### src/rtl/imem_loader_pkg.sv
// Shared types and constants for the instruction-memory loader.
// CHECKSUM_EN (optional) adds the CHK/ERR states in imem_loader.
package imem_loader_pkg;

  typedef enum logic [2:0] {
    S_IDLE = 3'd0,
    S_HDR  = 3'd1,
    S_DATA = 3'd2,
    S_CHK  = 3'd3,
    S_DONE = 3'd4,
    S_ERR  = 3'd5
  } state_t;

  localparam logic [7:0] NOP_DEFAULT = 8'h00;

endpackage

### src/rtl/imem_ram.sv
// Instruction RAM: synchronous write port, asynchronous read port.
// Contents are deliberately not reset.
module imem_ram #(
  parameter int ADDR_W = 8,
  parameter int DATA_W = 8
) (
  input  logic              CLK,
  input  logic              we,
  input  logic [ADDR_W-1:0] waddr,
  input  logic [DATA_W-1:0] wdata,
  input  logic [ADDR_W-1:0] raddr,
  output logic [DATA_W-1:0] rdata
);

  logic [DATA_W-1:0] mem [2**ADDR_W];

  always_ff @(posedge CLK) begin
    if (we) begin
      mem[waddr] <= wdata;
    end
  end

  assign rdata = mem[raddr];

endmodule

### src/rtl/imem_loader.sv
// Loads a length-prefixed byte stream into instruction RAM and holds the CPU
// in reset until the image is complete. Optional checksum: `define CHECKSUM_EN.
module imem_loader
  import imem_loader_pkg::*;
#(
  parameter int              ADDR_W = 8,
  parameter int              DATA_W = 8,
  parameter logic [DATA_W-1:0] NOP  = NOP_DEFAULT
) (
  input  logic              CLK,
  input  logic              RST,
  input  logic              load_start,
  input  logic [DATA_W-1:0] in_data,
  input  logic              in_valid,
  output logic              in_ready,
  input  logic [ADDR_W-1:0] Read_Address,
  output logic [DATA_W-1:0] instruction,
  output logic              cpu_rst,
  output logic              load_busy,
  output logic              load_done,
  output logic              load_err,
  output logic [ADDR_W-1:0] wr_count
);

  state_t            state_q, state_d;
  logic              cpu_rst_q, cpu_rst_d;
  logic              done_q, done_d;
  logic [ADDR_W-1:0] len_q, len_d;
  // Write pointer and byte count always move together, so one counter serves both.
  logic [ADDR_W-1:0] cnt_q, cnt_d;
  logic              we;
  logic              xfer;
  logic              last;
  logic [DATA_W-1:0] rdata;

`ifdef CHECKSUM_EN
  logic              err_q, err_d;
  logic [DATA_W-1:0] xor_q, xor_d;
`endif

  assign load_busy = (state_q == S_HDR) || (state_q == S_DATA) ||
                     (state_q == S_CHK);
  assign in_ready  = load_busy;
  assign xfer      = in_valid & in_ready;
  // len == 0 means a full 2**ADDR_W image: the match then comes on the wrap.
  assign last      = ADDR_W'(cnt_q + 1'b1) == len_q;

  always_comb begin
    state_d   = state_q;
    cpu_rst_d = cpu_rst_q;
    done_d    = 1'b0;
    len_d     = len_q;
    cnt_d     = cnt_q;
    we        = 1'b0;
`ifdef CHECKSUM_EN
    err_d     = err_q;
    xor_d     = xor_q;
`endif
    unique case (state_q)
      S_IDLE: begin
        if (load_start) state_d = S_HDR;
      end
      S_HDR: begin
        if (xfer) begin
          len_d   = in_data[ADDR_W-1:0];
          cnt_d   = '0;
          state_d = S_DATA;
`ifdef CHECKSUM_EN
          xor_d   = '0;
`endif
        end
      end
      S_DATA: begin
        if (xfer) begin
          we    = 1'b1;
          cnt_d = cnt_q + 1'b1;
`ifdef CHECKSUM_EN
          xor_d = xor_q ^ in_data;
          if (last) state_d = S_CHK;
`else
          if (last) begin
            state_d   = S_DONE;
            cpu_rst_d = 1'b0;
            done_d    = 1'b1;
          end
`endif
        end
      end
`ifdef CHECKSUM_EN
      S_CHK: begin
        if (xfer) begin
          if (in_data == xor_q) begin
            state_d   = S_DONE;
            cpu_rst_d = 1'b0;
            done_d    = 1'b1;
          end else begin
            state_d = S_ERR;
            err_d   = 1'b1;
          end
        end
      end
      S_ERR: begin
        if (load_start) begin
          state_d   = S_HDR;
          cpu_rst_d = 1'b1;
          err_d     = 1'b0;
        end
      end
`endif
      S_DONE: begin
        if (load_start) begin
          state_d   = S_HDR;
          cpu_rst_d = 1'b1;
        end
      end
      default: state_d = S_IDLE;
    endcase
  end

  always_ff @(posedge CLK) begin
    if (RST) begin
      state_q   <= S_IDLE;
      cpu_rst_q <= 1'b1;
      done_q    <= 1'b0;
      len_q     <= '0;
      cnt_q     <= '0;
`ifdef CHECKSUM_EN
      err_q     <= 1'b0;
      xor_q     <= '0;
`endif
    end else begin
      state_q   <= state_d;
      cpu_rst_q <= cpu_rst_d;
      done_q    <= done_d;
      len_q     <= len_d;
      cnt_q     <= cnt_d;
`ifdef CHECKSUM_EN
      err_q     <= err_d;
      xor_q     <= xor_d;
`endif
    end
  end

  imem_ram #(
    .ADDR_W(ADDR_W),
    .DATA_W(DATA_W)
  ) u_ram (
    .CLK  (CLK),
    .we   (we),
    .waddr(cnt_q),
    .wdata(in_data),
    .raddr(Read_Address),
    .rdata(rdata)
  );

  assign instruction = load_busy ? NOP : rdata;
  assign cpu_rst     = cpu_rst_q;
  assign load_done   = done_q;
  assign wr_count    = cnt_q;
`ifdef CHECKSUM_EN
  assign load_err    = err_q;
`else
  assign load_err    = 1'b0;
`endif

endmodule

### config.mk
export PLATFORM = sky130hd
export DESIGN_NAME = imem_loader
export DESIGN_NICKNAME = d
export VERILOG_FILES = /design/src/rtl/imem_loader_pkg.sv /design/src/rtl/imem_ram.sv /design/src/rtl/imem_loader.sv
export SDC_FILE = /design/constraint.sdc
export NUM_CORES = 2
export LEC_CHECK = 0
export CAP_MARGIN = 20
export CORE_ASPECT_RATIO = 1.5
export CORE_UTILIZATION = 45
export CTS_CLUSTER_DIAMETER = 50
export DETAILED_ROUTE_END_ITERATION = 10
export GPL_ROUTABILITY_DRIVEN = 0
export HOLD_SLACK_MARGIN = 0.03
export PLACE_DENSITY = 0.59
export SYNTH_ARGS = -nofsm -noshare
export SYNTH_HDL_FRONTEND = slang
export SYNTH_SLANG_ARGS = --single-unit
### constraint.sdc
create_clock -name CLK -period 9.42 [get_ports CLK]
set_input_delay 1.884 -clock CLK [delete_from_list [all_inputs] [get_ports CLK]]
set_output_delay 1.884 -clock CLK [all_outputs]
set_load 0.05 [all_outputs]
Word-level counts from Yosys, hierarchy flattened
Memory sizes are Yosys's and may differ from the RTL's.
Cells that the tools add are included.
W data, S select, Z words.
{"block": "classes", "add_sub_neg": 1, "n_mul": 0, "div_mod_pow": 0, "order_cmp": 0, "eq_ne": 10, "shift": 0, "n_mux": 18, "n_bitwise": 3, "reduce_logical": 11}
{"operator": "$mux W8", "n": 3}
{"operator": "$pmux W8 S2", "n": 1}
{"operator": "$mux W3", "n": 4}
{"operator": "$pmux W3 S3", "n": 1}
{"operator": "$add A8 B1 Y8 const B", "n": 1}
{"operator": "$eq A8 B8 Y1", "n": 1}
{"operator": "$mux W1", "n": 8}
{"operator": "$ne A2 B2 Y1 const B", "n": 4}
{"operator": "$reduce_and A4 Y1", "n": 2}
{"operator": "$eq A3 B2 Y1 const B", "n": 2}
{"operator": "$reduce_bool A2 Y1", "n": 2}
{"operator": "$eq A3 B1 Y1 const B", "n": 1}
{"operator": "$eq A3 B3 Y1 const B", "n": 1}
{"operator": "$logic_not A3 Y1", "n": 1}
{"operator": "$reduce_and A3 Y1", "n": 1}
{"operator": "$reduce_or A3 Y1", "n": 1}
{"operator": "$logic_or A1 B1 Y1", "n": 2}
{"operator": "$ne A2 B1 Y1 const B", "n": 1}
{"operator": "$not A1 Y1", "n": 2}
{"operator": "$pmux W1 S2", "n": 1}
{"operator": "$reduce_and A2 Y1", "n": 1}
{"operator": "$reduce_or A2 Y1", "n": 1}
{"operator": "$and A1 B1 Y1", "n": 1}
{"block": "word_totals", "regBits": 21, "latchBits": 0, "ram_bits": 2048, "rom_bits": 0, "out_inout_bits": 21, "elab_cells": 49, "n_memories": 1}
{"name": "u_ram.mem", "words": 256, "word_bits": 8, "read_ports": 1, "rd_clocked_by_memory_dff": 0, "wr": 1, "line_no": "imem_ram.sv:15", "source": "logic [DATA_W-1:0] mem [2**ADDR_W];"}

Depth between registers and ports, before layout
{"block": "logic_depth", "ltp_word": 8, "ltp_mapped": 13, "depth_no_buf": 8}

Hierarchy
A second synthesis with hierarchy kept.
{"block": "hier_totals", "hier_cells": 3867, "hier_area_um2": 80588.5}
{"mod": "imem_ram", "n_inst": 1, "cells_each": 3725, "area_each_um2": 79396.1}
{"mod": "imem_loader", "n_inst": 1, "cells_each": 142, "area_each_um2": 1192.4}

Worst setup path before layout
OpenSTA, ideal clock, no wires.
{"block": "synth_path", "path_kind": "input-to-output", "from": "in Read_Address[0]", "to": "out instruction[0]", "t_arrival_ps": 4549, "path_slack_ps": 2987, "stages": 12, "n_path_buf": 6, "cell_sequence": "buf_6 > buf_12 > buf_12 > buf_12 > buf_12 > buf_8 > mux2i_1 > o221ai_1 > a21oi_1 > nor4_1 > nand3_1 > o31ai_1"}
{"block": "synth_between", "elab_chain_len": 2}
{"element": "from (decl)", "line_no": "imem_loader.sv:16", "source": "input logic [ADDR_W-1:0] Read_Address,"}
{"element": "$mem_v2 Z256 W8"}
{"element": "$mux W8", "line_no": "imem_loader.sv:156", "source": "assign instruction = load_busy ? NOP : rdata;"}
{"element": "to (decl)", "line_no": "imem_loader.sv:17", "source": "output logic [DATA_W-1:0] instruction,"}
Every way passes these cells.

Worst setup path in the final report
{"block": "layout_path", "from": "in Read_Address[6]", "to": "out instruction[5]"}
Same word-level chain as after synthesis.

==> results_dict.tcl <==
set metrics [dict create \
    reg2reg_to "u_ram.mem[35][7]" \
    reg2reg_from "state_q[1]" \
    root_buffer "clkbuf_16" \
    area_delta_synth_final_pct 10.1 \
    power.internal_mw 14.5 \
    total_power_mw 18.5 \
    cts_tree "yes" \
    m1WireLength_mm 82.6 \
    die_w_microns 351 \
    crit_arrival_ps 6930 \
    grt_pass1_wl_mm 314 \
    powerDensity_mw_per_mm2 204 \
    maxSlewViolCount 0 \
    vias_per_cell 6.13 \
    maxCapViolCount 0 \
    max_freq_ghz 0.113 \
    reg2reg_slack_ps 5150 \
    worst_ir_drop_vdd_mv 0.178 \
    start_util 0.454 \
    holdPathStages 2 \
    comb_power_share 0.051 \
    drt_iter0_drc 4464 \
    numCtsBuffers 192 \
    end_kind "output port" \
    synth_top_flop_cell "edfxtp_1" \
    tns_ps 0 \
    cts.repair.resized 0 \
    route.detailed.drc 0 \
    synth-edff-count 2048 \
    drive_gt1_frac 0.167 \
    worst-r2r-cell-count 6 \
    fin_crit_sh 0.935 \
    antenna_found_initial 11 \
    hold_class "flip-flop to flip-flop" \
    hp-start "len_q[6]" \
    setup_violations 0 \
    p_clk_frac 0.401 \
    track_usage 0.242 \
    status "finished, final reports clean" \
    synth_seq_cells 2069 \
    hold_ws_ps 473 \
    path_clk_slew_ps 60 \
    io_buffer_count 39 \
    placementRows 191 \
    swShare 0.216 \
    seq_area_frac_synth 0.754 \
    worstPathRequired_ps 7540 \
    ios 41 \
    vias 41200 \
    min_to "len_q[6]" \
    grt_pass1_vias 41200 \
    drt-wirelength-per-cell_microns 33.2 \
    finish.net_count 4203 \
    syn_avg_cell_area_sq_um 20.2 \
    met3_length_mm 14.0 \
    rsz0062_at_grt "false" \
    netlist_area_sq_mm 0.0821 \
    clockBufferDepth 4 \
    hold_viol_final 0 \
    fin_crit_ps 8810 \
    drt-total-wl_mm 223 \
    top_layer_used "met5" \
    dr.pass1.iters 8 \
    crit_fanout 20 \
    pre_cts_ws_ps 619 \
    clk_latency_ps 830 \
    leakagePower_nw 28.3 \
    antenna_left 0 \
    dp_hpwl_mm 142 \
    core_sq_mm 0.181 \
    placed_cells 6395 \
    htree_num_levels 4 \
    cp-start-kind "primary input" \
    dieArea_sq_mm 0.184 \
    synth_warnings 0 \
    relSlewSlack 0.187 \
    fin_ws_ps 609 \
    switching_power_mw 3.98 \
    wl_met2_mm 116 \
    netlist_instances 4075 \
    clock-sinks 2069 \
    worstMarginPinSlew_ps 1210 \
    crit_type "primary input to output port" \
    grt_max_degree 125 \
    syn_nets 4099 \
    die_h_microns 525 \
    ctsHoldBuffers 0 \
    async_flop_share 0 \
    fin_cells 6732 \
    yosysUniqueCellTypes 75 \
    grt_overflow 0 \
    post_cts_buffers 0 \
    seq_power_share 0.548 \
    fin_skew_ps 48.1 \
]
-- cell usage in the layout (no fill, tap or decap), types with 10 or more instances in the layout --
cell / count
edfxtp_1: 2048
nor2_1: 346
mux4_2: 282
mux2i_1: 244
clkbuf_16: 196
mux4_1: 120
nand2_1: 113
buf_4: 107
nor3_1: 74
o221ai_1: 59
o22ai_1: 53
a21oi_1: 50
a22oi_1: 47
o21ai_0: 47
nand3_1: 45
clkbuf_1: 41
clkinv_1: 38
clkinv_2: 32
a2111oi_0: 29
nor4_1: 23
clkdlybuf4s50_1: 22
dfxtp_1: 21
a211oi_1: 17
and2_1: 15
buf_12: 15
a31oi_1: 14
mux2_2: 12
nand4_1: 11
xnor2_1: 10
clkbuf_8: 10
-- power groups by stage --
stage | logic [mW] | clock network (mW) | registers [mW]
2_1_floorplan | 0.521 | 0 | 10.3
3_3_place_gp | 0.938 | 0 | 10.3
6_report | 0.944 | 7.40 | 10.1
5_1_grt | 0.980 | 7.80 | 10.1
3_5_place_dp | 0.946 | 0 | 10.3
4_1_cts | 0.948 | 7.49 | 10.1
-- routing by layer --
metal	vias to the layer above	global-route usage
li1	17100	-
met2	1726	0.420
met3	462	0.0366
met4	8	0.102
met1	21900	0.300
met5	-	0
-- registers in the layout, indices dropped and copies added (netlist names) --
name / flops
wr_count: 8
load_done: 1
cpu_rst: 1
state_q: 3
len_q: 8
u_ram.mem: 2048
-- metrics by stage --
stage | util | cell area (sq um)
after floorplan | - | 82100
after global placement | 0.467 | 84500
after detailed placement | 0.467 | 84600
after CTS | 0.500 | 90400
after global routing | 0.500 | 90400
final | 0.500 | 90400
-- cells in the mapped netlist, drive strengths merged (11+ instances only) --
cell type  instances  area, sq um
o22ai             58          394
clkbuf           101          607
nor4              25          163
nand3             46          230
dfxtp             21          420
o221ai            66          622
mux2              12          135
a2111oi           31          278
a21oi             50          250
nor2             348         1310
mux4             402         9500
a211oi            17          128
a22oi             47          353
buf              152         1530
nor3              74          370
nand2            115          437
mux2i            244         2440
a31oi             14         87.6
nand4             11         68.8
o21ai             56          280
edfxtp          2048        61500
and2              16          100
-- critical path, stage by stage --
cell and delay (ps):
clkdlybuf4s50_1 1050, nor3b_1 500, nand2_1 520, a211oi_1 80
a2111oi_0 860, o21ai_1 430, o21ai_1 640, clkdlybuf4s50_1 930
-- how the worst max path moves through the flow --
stage	cells after the start	slack, ps	endpoint	start
after detailed placement	7	620	instruction[5]	Read_Address[5]
after global placement	8	590	instruction[5]	Read_Address[6]
after global routing	8	500	instruction[5]	Read_Address[5]
final	8	610	instruction[5]	Read_Address[6]
after floorplan	12	2990	instruction[0]	Read_Address[0]
after CTS	7	610	instruction[5]	Read_Address[5]
-- layout make-up --
type                       count  area, sq um
tap                         2412         3020
clock buffer                 239         5090
clock inverter                94          728
fill                       14600        90500
sequential                  2069        61900
inverter                       9         37.5
timing repair buffer         164         1570
antenna                        2         5.00
multi-input combinational   1743        18100
-- cells by family after synthesis --
family / count (synthesis) / share of synthesized area
muxes: 658 / 0.147
xor gates and xnor gates: 14 / 0.00149
adders and majority gates: 4 / 0.000609
buffers and inverters: 263 / 0.0265
DFF: 2069 / 0.754
AOI/OAI and AO/OA: 380 / 0.0333
and+or+nand+nor: 686 / 0.0370
other: 1 / 0.0000457
Power figures use the tool's default switching activity.
